<file path="config.mk">
export PLATFORM = sky130hd
export DESIGN_NAME = dmem_ctrl
export DESIGN_NICKNAME = d
export VERILOG_FILES = /design/src/rtl/mem_pkg.sv /design/src/rtl/rdata_extend.sv /design/src/rtl/dmem_ctrl.sv
export SDC_FILE = /design/constraint.sdc
export NUM_CORES = 1
export LEC_CHECK = 0
export CAP_MARGIN = 40
export CORE_MARGIN = 10
export CORE_UTILIZATION = 38
export CTS_CLUSTER_DIAMETER = 40
export DETAILED_ROUTE_END_ITERATION = 7
export GPL_ROUTABILITY_DRIVEN = 0
export PLACE_DENSITY = 0.76
export SLEW_MARGIN = 20
export SYNTH_ARGS = -nofsm -noshare
export SYNTH_HDL_FRONTEND = slang
export SYNTH_SLANG_ARGS = --single-unit
</file>
<file path="constraint.sdc">
create_clock -name clk -period 1.82 [get_ports clk]
set_input_delay 0.364 -clock clk [delete_from_list [all_inputs] [get_ports clk]]
set_output_delay 0.364 -clock clk [all_outputs]
set_load 0.01 [all_outputs]
</file>
<file path="src/rtl/mem_pkg.sv">
// Shared definitions for the MEM-stage data access path:
// transfer sizes, controller states and store lane replication.
package mem_pkg;

    localparam logic [1:0] SZ_BYTE = 2'b00;
    localparam logic [1:0] SZ_HALF = 2'b01;
    localparam logic [1:0] SZ_WORD = 2'b10;

    typedef enum logic [2:0] {
        S_IDLE,
        S_REQ,
        S_WAIT,
        S_DONE,
        S_DRAIN
    } dmem_state_t;

    function automatic logic [31:0] store_replicate(
        input logic [1:0]  size,
        input logic [31:0] wdata
    );
        logic [31:0] r;
        case (size)
            SZ_BYTE: r = {4{wdata[7:0]}};
            SZ_HALF: r = {2{wdata[15:0]}};
            default: r = wdata;
        endcase
        return r;
    endfunction

endpackage

</file>
<file path="src/rtl/rdata_extend.sv">
// Load data alignment: picks the addressed byte/half lane of the
// raw bus word and sign- or zero-extends it to 32 bits.
module rdata_extend
    import mem_pkg::*;
(
    input  logic        sign_i,
    input  logic [31:0] rdata_i,
    input  logic [1:0]  size_i,
    input  logic [1:0]  off_i,
    output logic [31:0] data_o
);

    logic [31:0] sh;
    logic [7:0]  b;
    logic [15:0] h;

    always_comb begin
        sh = rdata_i >> {off_i, 3'b000};
        b  = sh[7:0];
        h  = off_i[1] ? rdata_i[31:16] : rdata_i[15:0];
        case (size_i)
            SZ_BYTE: data_o = {{24{sign_i & b[7]}}, b};
            SZ_HALF: data_o = {{16{sign_i & h[15]}}, h};
            default: data_o = rdata_i;
        endcase
    end

endmodule

</file>
<file path="src/rtl/dmem_ctrl.sv">
// MEM-stage data memory controller: one load/store per instruction
// on the req/addr_ok/data_ok bus, with stall and flush-drain handling.
module dmem_ctrl
    import mem_pkg::*;
(
    input  logic        clk,
    input  logic        resetn,
    input  logic        mem_req,
    input  logic        mem_wr,
    input  logic [1:0]  mem_size,
    input  logic        mem_sign,
    input  logic [31:0] mem_addr,
    input  logic [31:0] mem_wdata,
    input  logic        flush,
    input  logic        pipe_ready,
    output logic        mem_busy,
    output logic        mem_done,
    output logic [31:0] mem_rdata,
    output logic        addr_err,
    output logic        data_req,
    output logic        data_wr,
    output logic [1:0]  data_size,
    output logic [31:0] data_addr,
    output logic [31:0] data_wdata,
    input  logic        data_addr_ok,
    input  logic        data_data_ok,
    input  logic [31:0] data_rdata
);

    dmem_state_t state_q, state_d;

    logic        wr_q;
    logic        sign_q;
    logic [1:0]  size_q;
    logic [31:0] addr_q;
    logic [31:0] wdata_q;
    logic [31:0] rdata_q;

    logic [1:0]  size_n;
    logic        misalign;
    logic        accept;
    logic        capture;
    logic [31:0] ext;

    assign size_n = (mem_size == 2'b11) ? SZ_WORD : mem_size;

    always_comb begin
        misalign = 1'b0;
        unique case (1'b1)
            (size_n == SZ_HALF): misalign = mem_addr[0];
            (size_n == SZ_WORD): misalign = |mem_addr[1:0];
            default:             misalign = 1'b0;
        endcase
    end

    assign accept  = (state_q == S_IDLE) & mem_req & ~misalign & ~flush;
    assign capture = (state_q == S_WAIT) & data_data_ok & ~flush;

    always_comb begin
        state_d = state_q;
        unique case (state_q)
            S_IDLE: begin
                if (accept) state_d = S_REQ;
            end
            S_REQ: begin
                if (data_addr_ok) state_d = flush ? S_DRAIN : S_WAIT;
                else if (flush)   state_d = S_IDLE;
            end
            S_WAIT: begin
                if (data_data_ok) state_d = flush ? S_IDLE : S_DONE;
                else if (flush)   state_d = S_DRAIN;
            end
            S_DONE: begin
                if (pipe_ready | flush) state_d = S_IDLE;
            end
            S_DRAIN: begin
                if (data_data_ok) state_d = S_IDLE;
            end
            default: state_d = S_IDLE;
        endcase
    end

    rdata_extend u_ext (
        .sign_i  (sign_q),
        .rdata_i (data_rdata),
        .size_i  (size_q),
        .off_i   (addr_q[1:0]),
        .data_o  (ext)
    );

    always_ff @(posedge clk or negedge resetn) begin
        if (!resetn) begin
            state_q <= S_IDLE;
            wr_q    <= 1'b0;
            sign_q  <= 1'b0;
            size_q  <= SZ_BYTE;
            addr_q  <= '0;
            wdata_q <= '0;
            rdata_q <= '0;
        end else begin
            state_q <= state_d;
            if (accept) begin
                wr_q    <= mem_wr;
                sign_q  <= mem_sign;
                size_q  <= size_n;
                addr_q  <= mem_addr;
                wdata_q <= store_replicate(size_n, mem_wdata);
            end
            // stores complete with a zero result
            if (capture) rdata_q <= wr_q ? 32'h0 : ext;
        end
    end

    assign mem_busy   = accept | (state_q == S_REQ) | (state_q == S_WAIT)
                      | (state_q == S_DRAIN);
    assign mem_done   = (state_q == S_DONE);
    assign mem_rdata  = rdata_q;
    assign addr_err   = mem_req & misalign;
    assign data_req   = (state_q == S_REQ);
    assign data_wr    = wr_q;
    assign data_size  = size_q;
    assign data_addr  = addr_q;
    assign data_wdata = wdata_q;

endmodule

</file>
==> qor.txt <==
outcome = finished, violations left
failing checks = negative setup slack
drt wl/cell = 19.5 um
max-capacitance violation count = 0
Cell variety after synth = 37
GRT Residual Overflow = 0
1st-iter DRT viols = 277
leakage power = 3.53 nW
Post-Synth Simple-Gate Area = 0.0952
post-synthesis xor/xnor area fraction = 0
min Tclk post-route = 1.84 ns
CP bufs+invs = 3
Boundary Pins = 210
Max stage delay on crit path = 0.55 ns
input/output buffers = 209
post-synthesis mux area share = 0.189
Synth Area in Adders = 0
CP arrival = 2.12 ns
worst-path cell chain = buf_6 -> or4_4 -> a2111oi_4 -> buf_4 -> clkbuf_16 -> a221o_1
area of the multi-input gates = 0.00212 sq mm
pin count of the biggest net entering global routing = 49
share of layout cells above drive strength 1 = 0.151
Setup Total Neg Slack = -0.0478 ns
Skew-Pair Late Insertion Delay = 0.35 ns
Synth Net Count = 529
Synth top area share = 0.537
Num CTS Buffers = 9
total wire length = 16.3 mm
final antenna-violating net count = 0
Synth Register Bits = 103
setup ws final = -0.0154 ns
Post-synth EDFFs = 0
period utilization = 1.01
Startpoint Class = flop
GRT Total Usage = 0.180
final hold vios = 0
count leader, synth = dfrtp_1
die width = 132 um
sequential area share after synthesis = 0.537
Synth warnings = 0
Area contributors post-synth = dfrtp_1 (54%), mux2_1 (9.4%), mux2i_1 (6.5%), o21ai_0 (4.1%), nand2_1 (3.4%)
vias = 4,301
antenna violations before repair = 0
crit-path max FO = 8
H-tree depth = 3
CP Class = flop to flop
Main synth FF type = dfrtp_1
first-pass GRT wire length = 25.5 mm
worst slew pin tran = 0.455 ns
Vias/cell = 5.15
drc violations = 0
Clk pin slew, worst setup/hold paths = 0.07 ns
Yosys top cell by area = dfrtp_1
Setup crit end kind = flop
synthesized area = 0.00480 sq mm
most frequent cells after synthesis = dfrtp_1 (103), nand2_1 (44), mux2_1 (40)
die footprint = 0.0175 sq mm
Slew Limit Headroom = 0.696
Slew Limit Fails = 0
die span in y = 132 um
Worst EP required = 2.10 ns
combinational fraction of design power = 0.477
Initial Util = 0.393
Fmax achieved = 0.545 GHz
Async S/R FF share, synth = 1.00
largest family of logic cells by synthesized area = multiplexers
Clock Skew = 0.00527 ns
core area = 0.0122 sq mm
Net Sw Frac = 0.333
Cell Rows = 40
nets = 769
Power Total = 11.5 mW
internal power = 7.69 mW
clock sinks = 103
Setup violations, final = 8
syn_area_per_cell = 11.4 sq um
Detailed Place HPWL = 12.6 mm
unrepaired setup endpoints after global routing = true
diode count = 0
worst vdd rail ir drop = 741 uV
class of the worst hold path = primary input to asynchronous set/reset pin
Switch Pwr = 3.83 mW
clock share of power = 0.178
Clock Tree Buf Depth = 2
1st-pass router iterations = 4
CTS root buf = clkbuf_16
CTS tree = yes
Area growth syn-to-layout = 64.2%
vias in the first global route = 4,611
Hold Worst Slack = 0.477 ns
slowest stage cell, crit path = or4_4
delay-heaviest family, CP = simple AND/OR/NAND/NOR gates
Sequential Area = 0.00258 sq mm
Seq pwr share = 0.345
post-synthesis compound-gate area fraction = 0.142
fill count = 1,010
pwr dens = 1460 mW/mm^2
cells after synthesis = 422
[sequential cells by signal, summed over array words and instances, names as in the netlist]
register    count
sign_q          1
state_q         3
mem_rdata      32
data_wr         1
data_addr      32
data_wdata     32
data_size       2
[repair_timing]
item,4_1_cts,5_1_grt
hold buffers,1,0
endpoints found under the hold margin,15,0
cloned,0,1
resized for setup,19,16
pin swaps,0,2
buffers inserted,3,4
setup endpoints to repair,7,26
[logic make-up (layout without fill, tap and decap cells)]
kind of cell / Yosys count / count (layout)
AO/OA/AOI/OAI: 101 / 101
buffers and inverters: 41 / 286
flip-flops: 103 / 103
multiplexers: 83 / 83
AND/OR/NAND/NOR: 94 / 94
[through the flow]
stage | setup WS [ns] | utilization | instances | instance area (sq um)
6_report | -0.0154 | 0.645 | 835 | 7880
4_1_cts | -0.131 | 0.635 | 830 | 7760
3_5_place_dp | -0.511 | 0.606 | 810 | 7400
2_1_floorplan | 0.00392 | - | 422 | 4820
3_3_place_gp | -0.509 | 0.606 | 810 | 7400
5_1_grt | -0.0658 | 0.645 | 835 | 7880
[placed cells by master (no fill, tap or decap), types with 11 or more instances in the layout]
cell,n
mux2_1,40
a21oi_1,13
nand2_1,44
inv_1,11
a221o_1,16
dfrtp_1,98
mux2_2,11
nor2_1,14
nand2b_1,12
buf_4,38
mux2i_1,31
clkdlybuf4s50_1,199
o21ai_0,38
[metal layers]
layer,vias up,global-route usage,share of wire,wire [um]
li1,1998,-,-,-
met1,2082,0.207,0.42,6780
met2,199,0.287,0.46,7490
met3,22,0.0869,0.11,1770
met4,0,0.0623,0.014,236
met5,-,0,0,0
[cell type report]
| class | instances | area share |
|---|---|---|
| Clock buffer | 9 | 0.0286 |
| Clock inverter | 7 | 0.0111 |
| Inverter | 11 | 0.00524 |
| Multi-Input combinational cell | 278 | 0.270 |
| Sequential cell | 103 | 0.328 |
| Tap cell | 168 | 0.0267 |
| Timing Repair Buffer | 259 | 0.331 |
[power by group through the flow]
stage / Combinational [mW] / Clock (mW) / Sequential (mW)
floorplan: 1.72 / 0 / 4.40
global placement: 5.25 / 0 / 3.98
detailed placement: 5.35 / 0 / 4.04
CTS: 5.43 / 2.10 / 3.99
global route: 5.93 / 2.18 / 4.12
finish: 5.49 / 2.05 / 3.98
[worst paths after layout]
path,slack (ns),cells past startpoint,startpoint,to
hold reg to reg,0.48,1,mem_rdata[8],mem_rdata[8]
hold / removal,0.48,2,resetn,data_addr[23]
setup reg to reg,-0.02,6,state_q[2],mem_rdata[22]
min in group clk,0.48,1,mem_rdata[8],mem_rdata[8]
setup / recovery,-0.02,6,state_q[2],mem_rdata[22]
max in group asynchronous,0.81,3,resetn,data_wdata[16]
Power figures use the tool's default switching activity.
